File: config.mk
export PLATFORM = sky130hd
export DESIGN_NAME = ofmap_write_packer
export DESIGN_NICKNAME = d
export VERILOG_FILES = /design/src/rtl/ofmap_write_packer.sv
export SDC_FILE = /design/constraint.sdc
export NUM_CORES = 2
export LEC_CHECK = 0
export BUFFER_PORTS_ARGS = -buffer_cell sky130_fd_sc_hd__buf_2
export CORE_AREA = 2 2 302 304
export CTS_CLUSTER_DIAMETER = 200
export DETAILED_ROUTE_END_ITERATION = 16
export DIE_AREA = 0 0 304 306
export GPL_ROUTABILITY_DRIVEN = 0
export GPL_TIMING_DRIVEN = 0
export PLACE_DENSITY = 0.62
export SKIP_LAST_GASP = 1
export SYNTH_ARGS = -nofsm -noshare
export SYNTH_HDL_FRONTEND = slang
export SYNTH_SLANG_ARGS = --single-unit
File: constraint.sdc
create_clock -name clock -period 29.2 [get_ports clock]
set_input_delay 2.92 -clock clock [delete_from_list [all_inputs] [get_ports clock]]
set_output_delay 2.92 -clock clock [all_outputs]
set_load 0.02 [all_outputs]
File: src/rtl/ofmap_write_packer.sv
// ofmap_write_packer: packs LANES input beats into one memory word and writes num_words words from base_addr
// clock, reset             rising-edge clock, asynchronous active-high reset
// start, base_addr, num_w  job launch and parameters, sampled only in IDLE
// in_valid, in_data, in_ready  input beat stream, accepted when in_valid & in_ready
// we, wraddress, wdata     memory write port, we pulses one cycle per packed word
// busy, done               busy while not IDLE, done pulses for the single DONE cycle
module ofmap_write_packer #(
  parameter int LANES = 4,
  parameter int LANE_WIDTH = 128,
  parameter int ADDR_BITS = 10
) (
  input  logic                          clock,
  input  logic                          reset,
  input  logic                          start,
  input  logic [ADDR_BITS-1:0]          base_addr,
  input  logic [ADDR_BITS:0]            num_words,
  input  logic                          in_valid,
  input  logic [LANE_WIDTH-1:0]         in_data,
  output logic                          in_ready,
  output logic                          we,
  output logic [ADDR_BITS-1:0]          wraddress,
  output logic [LANES*LANE_WIDTH-1:0]   wdata,
  output logic                          busy,
  output logic                          done
);
  localparam int LW = LANES > 1 ? $clog2(LANES) : 1;
  localparam logic [LW-1:0] LAST_LANE = LW'(LANES - 1);
  localparam logic [ADDR_BITS:0] W1 = 1;
  typedef enum logic [1:0] {IDLE, PACK, DONE} state_t;
  state_t state, state_n;
  logic [LW-1:0] lane_cnt;
  logic [ADDR_BITS:0] word_cnt, num_q;
  logic [ADDR_BITS-1:0] addr_cnt;
  logic [(LANES-1)*LANE_WIDTH-1:0] buffer;
  logic acc, word_end;
  assign in_ready = state == PACK;
  assign busy = state != IDLE;
  assign done = state == DONE;
  assign acc = in_valid & in_ready;
  assign word_end = acc & (lane_cnt == LAST_LANE);
  always_comb
    state_n = state == IDLE ? (start ? (num_words == '0 ? DONE : PACK) : IDLE) :
              state == PACK ? (word_end && word_cnt == num_q - W1 ? DONE : PACK) : IDLE;
  always_ff @(posedge clock or posedge reset)
    if (reset) state <= IDLE;
    else state <= state_n;
  always_ff @(posedge clock or posedge reset)
    if (reset) begin
      lane_cnt <= '0;
      word_cnt <= '0;
      num_q <= '0;
      addr_cnt <= '0;
      buffer <= '0;
      we <= 1'b0;
      wraddress <= '0;
      wdata <= '0;
    end else begin
      we <= 1'b0;
      if (state == IDLE && start) begin
        addr_cnt <= base_addr;
        num_q <= num_words;
        word_cnt <= '0;
        lane_cnt <= '0;
      end
      if (acc) begin
        lane_cnt <= word_end ? '0 : lane_cnt + LW'(1);
        for (int k = 0; k < LANES - 1; k++)
          if (lane_cnt == LW'(k)) buffer[k*LANE_WIDTH +: LANE_WIDTH] <= in_data;
        if (word_end) begin
          wdata <= {in_data, buffer};
          wraddress <= addr_cnt;
          we <= 1'b1;
          addr_cnt <= addr_cnt + ADDR_BITS'(1);
          word_cnt <= word_cnt + W1;
        end
      end
    end
endmodule

==> impl_metrics.toml <==
[global_route]
antenna_found_initial = 16
grt_start_max_net_pins = 43
gr-total-overflow = 0
grt_util_all_layers = 0.2354
grt_first_pass_wirelength_mm = 166.0
grt_pass1_vias = 26000

[synth]
synth_top_area_frac = 0.6612
synth_ff_type = "dfrtp_1"
yosys-top-cells-count = "1615 x nand2_1, 943 x dfrtp_1, 360 x mux2_1"
synth_enable_flop_cells = 0
synth_cells = 3256
synth_area_leaders = "dfrtp_1 66%, nand2_1 17%, mux2_1 11%"
synthesis.area_sq_um = 35690
post_synth.cell_area_avg_sq_um = 10.96
yosysSeqAreaShare = 0.6612
synthesis.nets = 3416
ys_ff_latch = 943
synth_warnings = 0
synth_top_area_cell = "dfrtp_1"
synth-async-reset-ratio = 1.000
yosysMostFrequentCell = "nand2_1"
ys_types = 53

[sta]
setup_tns_ns = 0
finalMaxSlewViolations = 0
clock_skew_ns = 0.02676
setup_slack_ns = 23.77
setup_viol = 0
whs_ns = 0.4503
finalCritPeriodShare = 0.1860
hold_viol = 0
worst_pin_slew_ns = 1.421
fmax_ghz = 0.1841
timing.final.crit_period_ns = 5.433
maxSlewHeadroom = 0.05296
rsz0062_at_grt = "no"

[final_layout]
drive_gt1_frac = 0.2307
area_delta_synth_final_pct = 24.54
nNetsFinal = 4224
fillCellCount = 8238
final_util = 0.4961

[pwr]
p_comb_frac = 0.336
pwr-share-clk = 0.242
switching_share = 0.3808
fin_total_pwr_mw = 5.288
p_per_area_nw_per_um2 = 119.0
power.internal_mw = 3.274
leakage_nw = 23.33
switchingPower_mw = 2.014
p_seq_frac = 0.422
peakVddDrop_v = 0.00005679

[placement]
hpwl_mm = 80.49
port_buffers = 678
pre_cts_slack_ns = 23.15

[drt]
wl_mm = 109.5
wire_per_inst_um = 20.56
postRouteAntennaNets = 0
drt-pass1-iter-count = 5
viasPerCell = 4.888
drt_iter0_markers = 1894
drcViolationCount = 0
vias = 26030

[clock_network]
htree_levels = 3
clockBufferDepth = 3
cts_resized = 0
clock_latency_ns = 0.66
path_clk_slew_ns = 0.06
holdBufCountCts = 0
cts_root_buf = "clkbuf_16"
post_cts.repair.setup_buffers = 0
clock-sinks = 943
cts_made_buffers = 100
cts_tree = "done"

[worst_hold_path]
min_path_type = "flip-flop to flip-flop"

[run_status]
status = "completed"

[die]
fp.dieW_um = 304
initial_utilization = 0.3984
ios = 679
placementRows = 110
die_y_um = 306
coreArea_sq_um = 89600
dieArea_sq_um = 93020

[setup_path]
crit_buf_inv = 5
cp.required_ns = 29.80
worst_setup_path_end_kind = "flip-flop"
max_stage_delay_ns = 0.98
crit_slowest_cell = "clkbuf_1"
cp_max_fo = 10
worst_setup_path_start_kind = "primary input"
path_cells = "buf_2 > and3b_1 > buf_2 > nand2_1 > inv_2 > clkbuf_1 > clkbuf_1 > nand2_1 > nand2_1"
cp.arrival_ns = 6.03
crit_type = "primary input to flip-flop"
crit_family = "buffers and inverters"
cp_common_cell = "nand2_1"

[run]
max_cap_violations = 0
-- worst reg2reg max path, stage by stage (launching register included) --
cell and delay [ns]:
dfrtp_1 0.39, and3b_1 0.30, buf_2 0.23, nand2_1 0.21, inv_2 0.20, clkbuf_1 0.98, clkbuf_1 0.87, nand2_1 0.18
nand2_1 0.10
-- metrics by stage --
stage	cell area, sq um	instances
floorplan	35700	3256
global placement	40560	5110
detailed placement	41140	5138
CTS	44440	5320
global route	44450	5324
finish	44450	5325
-- final timing paths --
kind | from | to | slack (ns) | cells after the start
setup reg to reg | state[1] | wdata[458] | 25.68 | 8
min in group asynchronous | reset | wdata[11] | 2.20 | 2
setup / recovery | in_valid | wdata[458] | 23.77 | 9
hold / removal | buffer[367] | wdata[367] | 0.45 | 2
hold reg to reg | buffer[367] | wdata[367] | 0.45 | 2
max in group asynchronous | reset | buffer[217] | 24.90 | 9
-- flip-flops by register name, indices dropped and copies added (netlist names) --
name and count:
addr_cnt 10, buffer 384, lane_cnt 2, num_q 11
state 2, wdata 512, we 1, word_cnt 11
wraddress 10
-- kinds of logic (layout without fill, tap and decap cells) --
| family | count (synthesis) | in the layout | share of synthesized area |
|---|---|---|---|
| buffers and inverters | 179 | 1067 | 0.02068 |
| AO/OA/AOI/OAI | 53 | 53 | 0.01055 |
| adder cells (fa/ha/maj) | 7 | 7 | 0.002454 |
| XOR/XNOR | 16 | 16 | 0.003926 |
| other | 0 | 5 | 0 |
| AND/OR/NAND/NOR | 1672 | 1672 | 0.1795 |
| multiplexers | 386 | 386 | 0.1217 |
| flip-flops | 943 | 943 | 0.6612 |
-- placed cells by master (no fill, tap or decap), types with 14 or more instances in the layout --
master / instances
buf_12: 24
buf_2: 731
clkbuf_1: 132
clkbuf_16: 101
clkbuf_8: 19
clkinv_2: 24
dfrtp_1: 943
mux2_1: 360
mux2_2: 24
nand2_1: 1615
nor2_1: 14
-- cell type report --
type,count,area (sq um),area share
well taps,1176,1471,0.03310
flip-flops and latches,943,23600,0.5309
multi-input cells,2134,11360,0.2555
diodes,5,12.51,0.0002815
repair buffers,706,3971,0.08935
clock buffers,139,2860,0.06435
inverters,10,41.29,0.0009289
clock inverters,43,436.7,0.009824
plain buffers,169,701.9,0.01579
-- routing by layer --
| layer | global-route usage | part of all wire |
|---|---|---|
| met3 | 0.05516 | 0.064 |
| met1 | 0.3054 | 0.42 |
| met5 | 0 | 0.00012 |
| met4 | 0.09800 | 0.042 |
| met2 | 0.3807 | 0.47 |
-- power groups by stage --
stage,logic [mW],clock network [mW],registers [mW]
after CTS,1.80,1.30,2.23
after global placement,1.75,0,2.25
after detailed placement,1.80,0,2.24
final,1.78,1.28,2.23
after global routing,1.93,1.36,2.31
after floorplan,0.716,0,2.60
Power figures use the tool's default switching activity.
